### config.mk
export PLATFORM = sky130hd
export DESIGN_NAME = upcnt_timer
export DESIGN_NICKNAME = d
export VERILOG_FILES = /design/src/rtl/upcnt_timer_pkg.sv /design/src/rtl/upcnt_timer_upcnts.sv /design/src/rtl/upcnt_timer.sv
export SDC_FILE = /design/constraint.sdc
export NUM_CORES = 1
export LEC_CHECK = 0
export ABC_AREA = 0
export BUFFER_PORTS_ARGS = -buffer_cell sky130_fd_sc_hd__clkbuf_2
export CORE_MARGIN = 1
export CORE_UTILIZATION = 51
export CTS_CLUSTER_DIAMETER = 50
export DETAILED_ROUTE_END_ITERATION = 7
export PLACE_DENSITY = 0.79
export SLEW_MARGIN = 20
export SYNTH_ARGS = -nofsm -noshare
export SYNTH_HDL_FRONTEND = slang
export SYNTH_SLANG_ARGS = --single-unit
### constraint.sdc
create_clock -name sys_clk -period 6.9 [get_ports sys_clk]
set_clock_uncertainty 0.15 [all_clocks]
set_input_delay 1.38 -clock sys_clk [delete_from_list [all_inputs] [get_ports sys_clk]]
set_output_delay 1.38 -clock sys_clk [all_outputs]
set_load 0.05 [all_outputs]
### src/rtl/upcnt_timer_pkg.sv
// Shared constants for the loadable up-counter timer: default width and
// the compare-register reset pattern.
package upcnt_timer_pkg;

  localparam int          UPCNT_WIDTH_DEF = 16;
  localparam logic [31:0] CMP_RST_ALL     = 32'hFFFF_FFFF;

endpackage

### src/rtl/upcnt_timer_upcnts.sv
// One up-count bit slice: toggles when its carry-in is set, with parallel
// load and synchronous clear; carry-out ripples to the next slice.
module upcnts (
  output logic q,
  output logic co,
  input  logic d,
  input  logic ci,
  input  logic ld,
  input  logic clr,
  input  logic sys_clk,
  input  logic reset
);

  logic q_q;
  logic q_d;

  // next bit: load or toggle, then forced low by clear
  always_comb begin
    q_d = 1'b0;
    if (ld) begin
      q_d = d & ~clr;
    end else begin
      q_d = (q_q ^ ci) & ~clr;
    end
  end

  // bit state register
  always_ff @(posedge sys_clk or posedge reset) begin
    if (reset) begin
      q_q <= 1'b0;
    end else begin
      q_q <= q_d;
    end
  end

  assign q  = q_q;
  assign co = ci & q_q;

endmodule

### src/rtl/upcnt_timer.sv
// Loadable up-counter timer: ripple chain of bit slices plus compare
// register, one-cycle match pulse and sticky overflow flag.
module upcnt_timer
  import upcnt_timer_pkg::*;
#(
  parameter int WIDTH = UPCNT_WIDTH_DEF
) (
  input  logic             sys_clk,
  input  logic             reset,
  input  logic             ld,
  input  logic [WIDTH-1:0] d,
  input  logic             ci,
  input  logic             clr,
  input  logic             cmp_we,
  input  logic [WIDTH-1:0] cmp_d,
  input  logic             ovf_ack,
  output logic [WIDTH-1:0] q,
  output logic             co,
  output logic             match,
  output logic             ovf
);

  logic [WIDTH:0]   carry_s;
  logic [WIDTH-1:0] q_s;
  logic [WIDTH-1:0] q_next_s;
  logic [WIDTH-1:0] cmp_q;
  logic [WIDTH-1:0] cmp_nxt_d;
  logic             match_q;
  logic             match_d;
  logic             ovf_q;
  logic             ovf_d;
  logic             wrap_s;
  logic             update_s;

  assign carry_s[0] = ci;

  for (genvar i = 0; i < WIDTH; i++) begin : g_slice
    upcnts u_slice (
      .q       (q_s[i]),
      .co      (carry_s[i+1]),
      .d       (d[i]),
      .ci      (carry_s[i]),
      .ld      (ld),
      .clr     (clr),
      .sys_clk (sys_clk),
      .reset   (reset)
    );
  end

  // mirror of the slice next-state so match lines up with the new q
  always_comb begin
    q_next_s = {WIDTH{1'b0}};
    if (clr) begin
      q_next_s = {WIDTH{1'b0}};
    end else if (ld) begin
      q_next_s = d;
    end else begin
      q_next_s = q_s ^ carry_s[WIDTH-1:0];
    end
  end

  assign update_s = clr | ld | ci;
  assign wrap_s   = carry_s[WIDTH] & ~ld & ~clr;

  // compare, match and sticky overflow next-state; wrap beats ack
  always_comb begin
    cmp_nxt_d = cmp_q;
    match_d   = update_s & (q_next_s == cmp_q);
    ovf_d     = ovf_q;
    if (cmp_we) begin
      cmp_nxt_d = cmp_d;
    end else begin
      cmp_nxt_d = cmp_q;
    end
    if (wrap_s) begin
      ovf_d = 1'b1;
    end else if (ovf_ack) begin
      ovf_d = 1'b0;
    end else begin
      ovf_d = ovf_q;
    end
  end

  // status and compare registers
  always_ff @(posedge sys_clk or posedge reset) begin
    if (reset) begin
      cmp_q   <= CMP_RST_ALL[WIDTH-1:0];
      match_q <= 1'b0;
      ovf_q   <= 1'b0;
    end else begin
      cmp_q   <= cmp_nxt_d;
      match_q <= match_d;
      ovf_q   <= ovf_d;
    end
  end

  assign q     = q_s;
  assign co    = carry_s[WIDTH];
  assign match = match_q;
  assign ovf   = ovf_q;

endmodule

* Word level (Yosys, flattened, before mapping)
Cells that the tools add are included.
** Storage, ports and cells
- Bits in registers :: 34
- Bits of input ports :: 39
- Output and inout bits :: 19
- Word-level logic and storage cells :: 113
** Cells by class
- Eq/ne operators :: 1
- Muxes and demuxes :: 20
- Bitwise logic cells :: 72
- Reduce and logical (&&, ||, !) cells :: 1
** Operators with widths (count)
- AND 1 bit :: 51
- two-way mux 16 bit :: 2
- two-way mux 1 bit :: 18
- == test 16 bit :: 1
- bitwise XOR 1 bit :: 16
- bitwise XOR 16 bit :: 1
- inverter 1 bit :: 2
- OR 1 bit :: 2
- nonzero test 2 bit :: 1

* Logic depth before layout (Yosys ltp)
Gate-level depths: netlist (run 1).
- Word-level depth :: 20
- Mapped depth :: 21

* By module
Synthesis (run 1) repeated with hierarchy kept, for this count alone.
** Unflattened totals
- Cell total of the unflattened synthesis :: 215
- Area, all modules :: 2249.7 um^2
** By module, submodules not included
- upcnt_timer :: instances 1, cells each 135, area an instance 1368.8 um^2, sequential area each 470.5 um^2
- upcnts :: instances 16, cells each 5, area an instance 55.1 um^2, sequential area each 25.0 um^2

* Worst setup path before layout (run 1)
No wires, ideal clock.
- Kind :: in2out
- Start point :: in ci
- End point :: out co
- Data arrival time :: 4.577 ns
- Setup slack :: 0.793 ns
- Cell stages on the path :: 16
- Buffers on the path :: 0
- Path through :: ha_1 -> ha_1 -> ha_1 -> ha_1 -> ha_1 -> ha_1 -> ha_1 -> ha_1 -> ha_1 -> ha_1 -> ha_1 -> ha_1 -> ha_1 -> ha_1 -> ha_1 -> ha_1
** On the way
- Longest elaborated chain between the ends :: 16
** RTL lines
- start, declared :: line upcnt_timer.sv:12 : input logic ci,
- AND 1 bit (16 in series) :: line upcnt_timer_upcnts.sv:37 : assign co = ci & q_q;
- end, declared :: line upcnt_timer.sv:18 : output logic co,
No other way between the ends.

* Worst setup path after layout (run 1)
Ends and elaborated chain as after synthesis.

==> summary.txt, run 1 <==
Timing
  – Hold Slack: 377.4 ps
  – Final setup TNS: 0 ps
  – Slew HR: 0.5986
  – Worst slew pin tran: 602.1 ps
  – # setup viols final: 0
  – Max frequency: 154.0 MHz
  – Final period demand of the worst path: about 6500 ps
  – Share of the clock period used by the worst path: 0.9409
  – Worst setup margin: 407.9 ps
  – Fin. Hold Viols: 0
  – RSZ-0062 raised after global routing: false
  – Slew Limit Fails: 0

Placement
  – IO Port Bufs: 57
  – Post-detail-place hpwl: between 2 and 3 mm
  – Post-DP Area: 2090 µm²
  – GPL Wtd Cong: between 0.7 and 0.8
  – Pre-CTS WS: about 430 ps

Synth
  – Yosys cell types: 24
  – Number of synthesized flops with an enable pin: 0
  – Syn_area_per_cell: 11.56 µm²
  – Post-synth top area cell: dfrtp_1
  – Yosys reg bits: 34
  – Post-synthesis net count: about 220
  – YS warnings: 0
  – Count leader, synth: dfrtp_1
  – Async S/R FF share, synth: 1.000
  – Top cell type's share of synthesized area: 0.2376
  – Cell area after synthesis: 1896 µm²
  – Post-synthesis sequential area ratio: 0.4594
  – Synth Instances: 164
  – Most area-consuming cells after synthesis: dfrtp_1, dfstp_2, ha_1
  – Main synth FF type: dfrtp_1
  – Synth cell count leaders: dfrtp_1, nor2_1

CTS
  – Clock Tree Buf Depth: 2
  – Post-CTS Hold Fix Bufs: 0
  – CTS H-tree depth: 2
  – CTS tree: done
  – Post-CTS resize count: 0
  – Reg clk slew, reported paths: 80 ps
  – Clock root cell: clkbuf_8
  – Clk_lat worst skew: 290 ps
  – CTS Buf Count: 5
  – Post-CTS setup buffer count: 0
  – Clock sinks: 34

Pwr
  – Pint: 0.4012 mW
  – Pwr Density: 241.6 nW/µm²
  – Sequential share of power: 0.431
  – Leak pwr: 1.142 nW
  – Worst vdd rail ir drop: 0.1594 mV
  – Total Power: 0.5369 mW
  – Clock network power share: 0.400
  – Combinational share of power: 0.169
  – Switching share of power: 0.2528
  – P_sw: 0.1358 mW

Global route
  – Gr ovfl total: 0
  – Largest net degree at the start of global routing: 36
  – Vias in the first global route: 1284
  – Initial antenna violation count: 0
  – GRT Resource Usage Total: 0.1961
  – First-pass GRT wire length: 5.913 mm

Drt
  – Routed WL per cell: 14.02 µm
  – Initial detailed-routing violation count: 69
  – Vias/cell: 5.186
  – First-pass iteration count of the detailed router: 4
  – Detailed-route DRC error count: 0
  – Routed wire length: approximately 3.5 mm
  – Total vias in the final route: 1312
  – Post-route ant nets: 0

Die
  – Die Ht: 62.97 µm
  – Initial Utilization: 0.5507
  – Die ar.: between 3000 and 4000 µm²
  – Num rows: 21
  – Die X-Extent: 62.97 µm
  – I/O Pins: 58
  – Core area: 3442 µm²

Setup path
  – Critical path cell sequence: clkbuf_2 > ha_1 > ha_1 > ha_1 > ha_1 > ha_1 > ha_1 > ha_1 > ha_1 > ha_1 > ha_1 > ha_1 > ha_1 > ha_1 > ha_1 > ha_1 > ha_1 > clkbuf_2
  – Worst Setup End Kind: output pin
  – Worst path bufs/invs: 2
  – CP max-delay cell: clkbuf_2
  – CP Launch Type: input port
  – WP data arrival: 4960 ps
  – Most numerous cell on the critical path: ha_1
  – Setup CP Type: in2out
  – Delay-heaviest family, CP: adder cells
  – Worst path required time: around 5400 ps
  – CP max FO: 3
  – Max incr delay on CP: 240 ps

Outcome
  – Status: finished, final reports clean

Worst hold path
  – Worst hold-check path type: reg2reg

Final layout
  – # nets final: 261
  – Share of layout cells above drive strength 1: 0.4734
  – Area Growth Syn to Fin: 17.23%
  – Number of diodes: 0
  – Post-route cell area: approximately 2200 µm²

Job
  – Maxcap violations: 0
==> through the flow <==
| stage | util | std cells |
|---|---|---|
| global route | 0.6456 | 253 |
| finish | 0.6456 | 253 |
| CTS | 0.6456 | 253 |
| detailed placement | 0.6071 | 245 |
| global placement | 0.6071 | 245 |
| floorplan | - | 164 |
==> final cells by class <==
cell class,instances,area (µm²)
sequential,34,870.8
fill,278,1220
inverter,3,11.26
multi-input combinational,104,857.1
clock inverter,3,63.81
clock buffer,5,68.82
tap,46,57.56
timing repair buffer,58,292.8
==> per-layer routing <==
metal  part of all wire  vias to the layer above  global-route usage
met5                  0                        -                   0
met4             0.0096                        0             0.04360
met3              0.057                        5             0.06934
met2               0.50                       39              0.3253
met1               0.44                      624              0.2432
li1                   -                      644                   -
==> cell usage in the layout (no fill, tap or decap), drive strengths merged <==
cell | netlist | final
or4 | 1 | 1
nand3 | 1 | 1
a21oi | 3 | 3
o21ai | 10 | 10
dfstp | 16 | 16
o31ai | 1 | 1
xnor2 | 7 | 7
mux2 | 16 | 16
and3b | 1 | 1
nand4 | 5 | 5
mux2i | 16 | 16
ha | 16 | 16
inv | 3 | 3
or3 | 8 | 8
clkbuf | 3 | 62
clkinv | 0 | 1
nand2 | 1 | 1
nor4 | 1 | 1
bufinv | 0 | 2
dfrtp | 18 | 18
buf | 20 | 1
nor2 | 17 | 17
==> registers in the layout (all words and copies together) (netlist names) <==
register	cells
cmp_q	16
g_slice.u_slice.q	16
match	1
ovf	1
==> worst register-to-register path, delay by kind of cell (launching register included) <==
| kind | cells | cell delay, ps |
|---|---|---|
| AOI/OAI and AO/OA | 3 | 330 |
| and+or+nand+nor | 2 | 410 |
| adders and majority gates | 16 | 3340 |
| DFF | 1 | 390 |
==> worst paths after layout <==
kind                                                start  cells after the start  slack (ps)                    to
max reg2reg                g_slice[0].u_slice.q$_DFF_PP0_                     21        2210       match$_DFF_PP0_
min in group asynchronous                           reset                      3        1000       match$_DFF_PP0_
max                                                    ci                     18         410                    co
min reg2reg                               ovf$_DFFE_PP0P_                      2         380       ovf$_DFFE_PP0P_
min                                       ovf$_DFFE_PP0P_                      2         380       ovf$_DFFE_PP0P_
max in group asynchronous                           reset                      3        5250  cmp_q[5]$_DFFE_PP1P_
==> kinds of logic after synthesis <==
group | after synthesis | share of synthesized area
adders and majority gates | 16 | 0.1056
and+or+nand+nor | 35 | 0.09637
muxes | 32 | 0.1795
xor gates and xnor gates | 7 | 0.03234
AOI/OAI and AO/OA | 14 | 0.03828
DFF | 34 | 0.4594
buffers and inverters | 26 | 0.08845
==> power groups by stage <==
stage | combinational, mW | clock [mW] | sequential, mW
6_report | 0.0905 | 0.215 | 0.232
5_1_grt | 0.0987 | 0.228 | 0.234
4_1_cts | 0.0914 | 0.220 | 0.232
3_5_place_dp | 0.0908 | 0 | 0.235
3_3_place_gp | 0.0884 | 0 | 0.234
2_1_floorplan | 0.0748 | 0 | 0.232
Note: power is estimated with default switching activity, not from simulation.
==> run 2: changes to the inputs <==
PLACE_DENSITY = 0.83   (was 0.79)
==> run 2 against run 1 <==
Net effect: utilization shrank 1.6 points; design area decreased by 2.5%; register-to-register slack gained 20 ps; wire length decreased by 1.8%; sequential power is essentially flat.
==> summary.txt, run 2 (synthesis gave the netlist of run 1 again) <==
Drt
  – Routed WL per cell: 13.82 µm
  – Total vias in the final route: 1332
  – First-pass iteration count of the detailed router: 4
  – Vias/cell: roughly 5.3
  – Detailed-route DRC error count: 0
  – Initial detailed-routing violation count: between 50 and 60
  – Routed wire length: 3.483 mm
  – Post-route ant nets: 0

Global route
  – Global route hottest layer: met2
  – First-pass GRT wire length: 5.878 mm
  – Initial antenna violation count: 0
  – Gr ovfl total: 0
  – Met3 Usage GRT: 0.04927
  – Grt met2 use: 0.3199
  – GRT Resource Usage Total: 0.1970
  – Vias in the first global route: about 1300
  – Met1 Use GR: 0.2374
  – Largest net degree at the start of global routing: 36

Setup path
  – WP data arrival: about 4900 ps
  – Worst Setup End Kind: output pin
  – CP max-delay cell: clkbuf_2
  – Worst path required time: 5370 ps
  – Most numerous cell on the critical path: ha_1
  – Max incr delay on CP: 230 ps
  – Setup CP Type: in2out
  – Critical path cell sequence: clkbuf_2 > ha_1 > ha_1 > ha_1 > ha_1 > ha_1 > ha_1 > ha_1 > ha_1 > ha_1 > ha_1 > ha_1 > ha_1 > ha_1 > ha_1 > ha_1 > ha_1 > clkbuf_2
  – CP max FO: 3
  – CP Launch Type: input port

Placement
  – Pre-CTS WS: 443.4 ps
  – Post-detail-place hpwl: 2.730 mm
  – DP Cell Count: 245
  – IO Port Bufs: 57
  – GPL Wtd Cong: 0.7766

Final layout
  – Number of diodes: 0
  – # nets final: 261
  – Commonest non-fill, non-tap cell in the layout: clkbuf_2
  – Share of layout cells above drive strength 1: 0.4660
  – Fillers: 294
  – Most frequent cells in the layout: clkbuf_2, dfrtp_1, nor2_1
  – Final Non-Filler Cells: roughly 250
  – Area Growth Syn to Fin: 14.26%

CTS
  – Post-CTS setup buffer count: 0
  – CTS Buf Count: 5
  – Post-CTS Hold Fix Bufs: 0
  – CTS H-tree depth: 2
  – Reg clk slew, reported paths: 60 ps
  – Clock root cell: clkbuf_8
  – Clock Tree Buf Depth: 2
  – Clk_lat worst skew: 280 ps
  – Clock sinks: 34
  – Post-CTS resize count: 0
  – CTS tree: done

Pwr
  – Leak pwr: about 1.1 nW
  – Worst vdd rail ir drop: roughly 0.13 mV
  – Pwr Density: 210.7 nW/µm²

Timing
  – RSZ-0062 raised after global routing: false
  – Share of the clock period used by the worst path: 0.9342
  – Slew HR: 0.5980
  – Worst setup margin: 454.0 ps
  – Worst slew pin tran: between 600 and 700 ps
  – Slew Limit Fails: 0
  – # setup viols final: 0
  – Final period demand of the worst path: around 6400 ps
  – Final setup TNS: 0 ps
  – Fin. Hold Viols: 0
  – Hold Slack: 383.2 ps
  – Max frequency: 155.1 MHz

Die
  – Core area: 3442 µm²
  – Num rows: 21
  – Die ar.: 3965 µm²
  – I/O Pins: 58
  – Initial Utilization: 0.5507
  – Die X-Extent: 62.97 µm
  – Die Ht: 62.97 µm

Worst hold path
  – Worst hold-check path type: reg2reg

Job
  – Maxcap violations: 0

Outcome
  – Status: finished, final reports clean
## run 2: per-layer routing
layer / up-vias / share of wire / wire length [µm]
met4: 0 / 0.023 / 80
met3: 8 / 0.052 / 181
li1: 643 / - / -
met2: 43 / 0.49 / 1697
met5: - / 0 / 0
met1: 638 / 0.44 / 1523
## run 2: final timing paths
| kind | startpoint | slack (ps) | to | cells past startpoint |
|---|---|---|---|---|
| hold reg to reg | ovf$_DFFE_PP0P_ | 380 | ovf$_DFFE_PP0P_ | 2 |
| setup reg to reg | g_slice[0].u_slice.q$_DFF_PP0_ | 2230 | match$_DFF_PP0_ | 21 |
| min in group asynchronous | reset | 1010 | g_slice[10].u_slice.q$_DFF_PP0_ | 3 |
| hold / removal | ovf$_DFFE_PP0P_ | 380 | ovf$_DFFE_PP0P_ | 2 |
| max in group asynchronous | reset | 5260 | cmp_q[15]$_DFFE_PP1P_ | 3 |
| setup / recovery | ci | 450 | co | 18 |
## run 2: final cells by class
class / count / area, µm² / area share
Sequential cell: 34 / 870.8 / 0.4021
Multi-Input combinational cell: 104 / 857.1 / 0.3957
Timing Repair Buffer: 58 / 292.8 / 0.1352
Clock buffer: 7 / 76.32 / 0.03524
Tap cell: 46 / 57.56 / 0.02657
Inverter: 3 / 11.26 / 0.005199
## run 2: power by group
group          switching [mW]  leakage (nW)  internal, mW  total (mW)
combinational          0.0538         0.668        0.0366      0.0904
clock                  0.0645        0.0383        0.0694       0.134
sequential             0.0103         0.408         0.222       0.232
total                   0.129          1.11         0.328       0.456
## run 2: metrics by stage
stage / instance area (µm²) / util / power [mW]
floorplan: 1896 / - / 0.3064
global placement: 2090 / 0.6071 / 0.3236
detailed placement: 2090 / 0.6071 / 0.3266
CTS: 2166 / 0.6292 / 0.4595
global route: 2166 / 0.6292 / 0.4795
finish: 2166 / 0.6292 / 0.4563
## run 2: worst max-delay path: cells and delay by family
kind | cells | cell delay, ps
adder cells (fa/ha/maj) | 16 | 3180
buffers and inverters | 2 | 330
==> run 3: changes to the inputs <==
CORE_UTILIZATION = 53   (was 51)
CTS_BUF_LIST = sky130_fd_sc_hd__clkbuf_8   (was not set)
PLACE_DENSITY = 0.86   (was 0.83)
==> run 3 against run 2 <==
Net effect: critical path depth unchanged; largest power group unchanged; global-route usage is 1.7 points higher; fmax shrank 1.6%.
==> summary.txt, run 3 (synthesis gave the netlist of run 1 again) <==
Timing
  – Fin. Hold Viols: 0
  – Worst slew pin tran: between 600 and 700 ps
  – Slew HR: 0.5957
  – Final period demand of the worst path: 6549 ps
  – Final setup TNS: 0 ps
  – Max frequency: about 150 MHz
  – # setup viols final: 0
  – Worst setup margin: 351.3 ps
  – Share of the clock period used by the worst path: 0.9491
  – RSZ-0062 raised after global routing: false
  – Slew Limit Fails: 0

Pwr
  – Clock network power share: 0.308
  – Sequential share of power: 0.497
  – Switching share of power: 0.2782
  – Worst vdd rail ir drop: approximately 0.14 mV
  – Leak pwr: approximately 1.1 nW
  – Total Power: 0.4668 mW
  – P_sw: 0.1299 mW
  – Pint: 0.3369 mW
  – Combinational share of power: 0.195
  – Pwr Density: ~210 nW/µm²

Setup path
  – Setup CP Type: in2out
  – CP Launch Type: input port
  – Crit path to: co
  – R2R Path Start: g_slice[0].u_slice.q$_DFF_PP0_
  – Crit. Startpoint: ci
  – Worst Setup End Kind: output pin
  – Worst reg-to-reg path cell count: 21
  – WP data arrival: 5020 ps
  – Flop2flop setup slack: 2060 ps
  – Crit Reg-Reg Endpoint: match$_DFF_PP0_
  – Worst path required time: 5370 ps
  – CP max FO: 3

Drt
  – Total vias in the final route: approximately 1300
  – Routed WL per cell: 14.09 µm
  – Routed wire length: 3.566 mm
  – Vias/cell: 5.198
  – Initial detailed-routing violation count: 58
  – Post-route ant nets: 0
  – First-pass iteration count of the detailed router: 4
  – Detailed-route DRC error count: 0

Placement
  – Pre-CTS WS: 426.5 ps
  – DP Cell Count: 245
  – GPL Wtd Cong: 0.7813
  – Post-detail-place hpwl: 2.699 mm
  – IO Port Bufs: 57

CTS
  – Post-CTS setup buffer count: 0
  – Post-CTS resize count: 0
  – CTS Buf Count: 5
  – Clk_lat worst skew: 280 ps
  – Clock Tree Buf Depth: 2
  – Post-CTS Hold Fix Bufs: 0
  – Clock root cell: clkbuf_8
  – CTS tree: done
  – Reg clk slew, reported paths: roughly 70 ps
  – Clock sinks: 34
  – CTS H-tree depth: 2

Outcome
  – Status: finished, final reports clean

Die
  – Num rows: 21
  – Die X-Extent: 61.81 µm
  – Die ar.: between 3000 and 4000 µm²
  – I/O Pins: 58
  – Core area: 3390 µm²
  – Die Ht: 61.81 µm
  – Initial Utilization: 0.5592

Global route
  – Largest net degree at the start of global routing: 36
  – Vias in the first global route: roughly 1300
  – First-pass GRT wire length: 5.658 mm
  – Initial antenna violation count: 0
  – Gr ovfl total: 0
  – GRT Resource Usage Total: 0.2144

Final layout
  – Area Growth Syn to Fin: 14.98%
  – Number of diodes: 0
  – Final Non-Filler Cells: approximately 250
  – Area of the multi-input gates: 857.1 µm²
  – Share of layout cells above drive strength 1: 0.4686
  – Commonest non-fill, non-tap cell in the layout: clkbuf_2
  – Storage cell area: 870.8 µm²
  – # nets final: around 260
  – Most frequent cells in the layout: clkbuf_2, dfrtp_1, nor2_1
  – Fillers: 270

Worst hold path
  – Worst hold-check path type: reg2reg

Job
  – Maxcap violations: 0
==> run 3: changes by cell type in the layout (fill, tap and decap cells not counted) <==
cell      before  now
clkinv_1       0    2
clkbuf_1       2    0
clkbuf_8       5    6
==> run 3: stage by stage <==
stage          utilization  cell area [µm²]  hold slack [ps]
6_report            0.6430             2180            394.9
5_1_grt             0.6430             2180            446.1
4_1_cts             0.6430             2180            399.3
3_5_place_dp        0.6165             2090            387.1
3_3_place_gp        0.6165             2090            373.3
2_1_floorplan            -             1896            455.0
==> run 3: worst max-delay path: stages <==
cell	delay (ps)
clkbuf_2	110
ha_1	210
ha_1	220
ha_1	200
ha_1	200
ha_1	200
ha_1	200
ha_1	200
ha_1	210
ha_1	210
ha_1	210
ha_1	220
ha_1	210
ha_1	200
ha_1	200
ha_1	200
ha_1	220
clkbuf_2	240
==> run 3: layout make-up <==
| class | instances | share of cell area |
|---|---|---|
| Clock inverter | 2 | 0.003444 |
| Timing Repair Buffer | 58 | 0.1343 |
| Tap cell | 46 | 0.02641 |
| Inverter | 3 | 0.005166 |
| Clock buffer | 6 | 0.03789 |
| Multi-Input combinational cell | 104 | 0.3932 |
| Sequential cell | 34 | 0.3995 |
==> run 3: power by group through the flow <==
| stage | clock [mW] | combinational [mW] | sequential, mW |
|---|---|---|---|
| finish | 0.144 | 0.0910 | 0.232 |
| detailed placement | 0 | 0.0909 | 0.235 |
| global placement | 0 | 0.0888 | 0.234 |
| floorplan | 0 | 0.0748 | 0.232 |
| CTS | 0.148 | 0.0921 | 0.232 |
| global route | 0.154 | 0.101 | 0.234 |
==> run 3: worst min-delay path by stage <==
stage | start | end | slack [ps] | cells past startpoint
6_report | ovf$_DFFE_PP0P_ | ovf$_DFFE_PP0P_ | 390 | 2
2_1_floorplan | cmp_q[0]$_DFFE_PP1P_ | cmp_q[0]$_DFFE_PP1P_ | 450 | 1
4_1_cts | ovf$_DFFE_PP0P_ | ovf$_DFFE_PP0P_ | 400 | 2
3_5_place_dp | ovf$_DFFE_PP0P_ | ovf$_DFFE_PP0P_ | 390 | 2
5_1_grt | ovf$_DFFE_PP0P_ | ovf$_DFFE_PP0P_ | 450 | 2
3_3_place_gp | ovf$_DFFE_PP0P_ | ovf$_DFFE_PP0P_ | 370 | 2
==> run 3: metal layers <==
layer	part of all wire	vias to the layer above	GRT usage
met4	0.015	0	0.09524
met1	0.44	630	0.2665
met2	0.50	35	0.3395
li1	-	644	-
met5	0	-	0
met3	0.036	6	0.07453
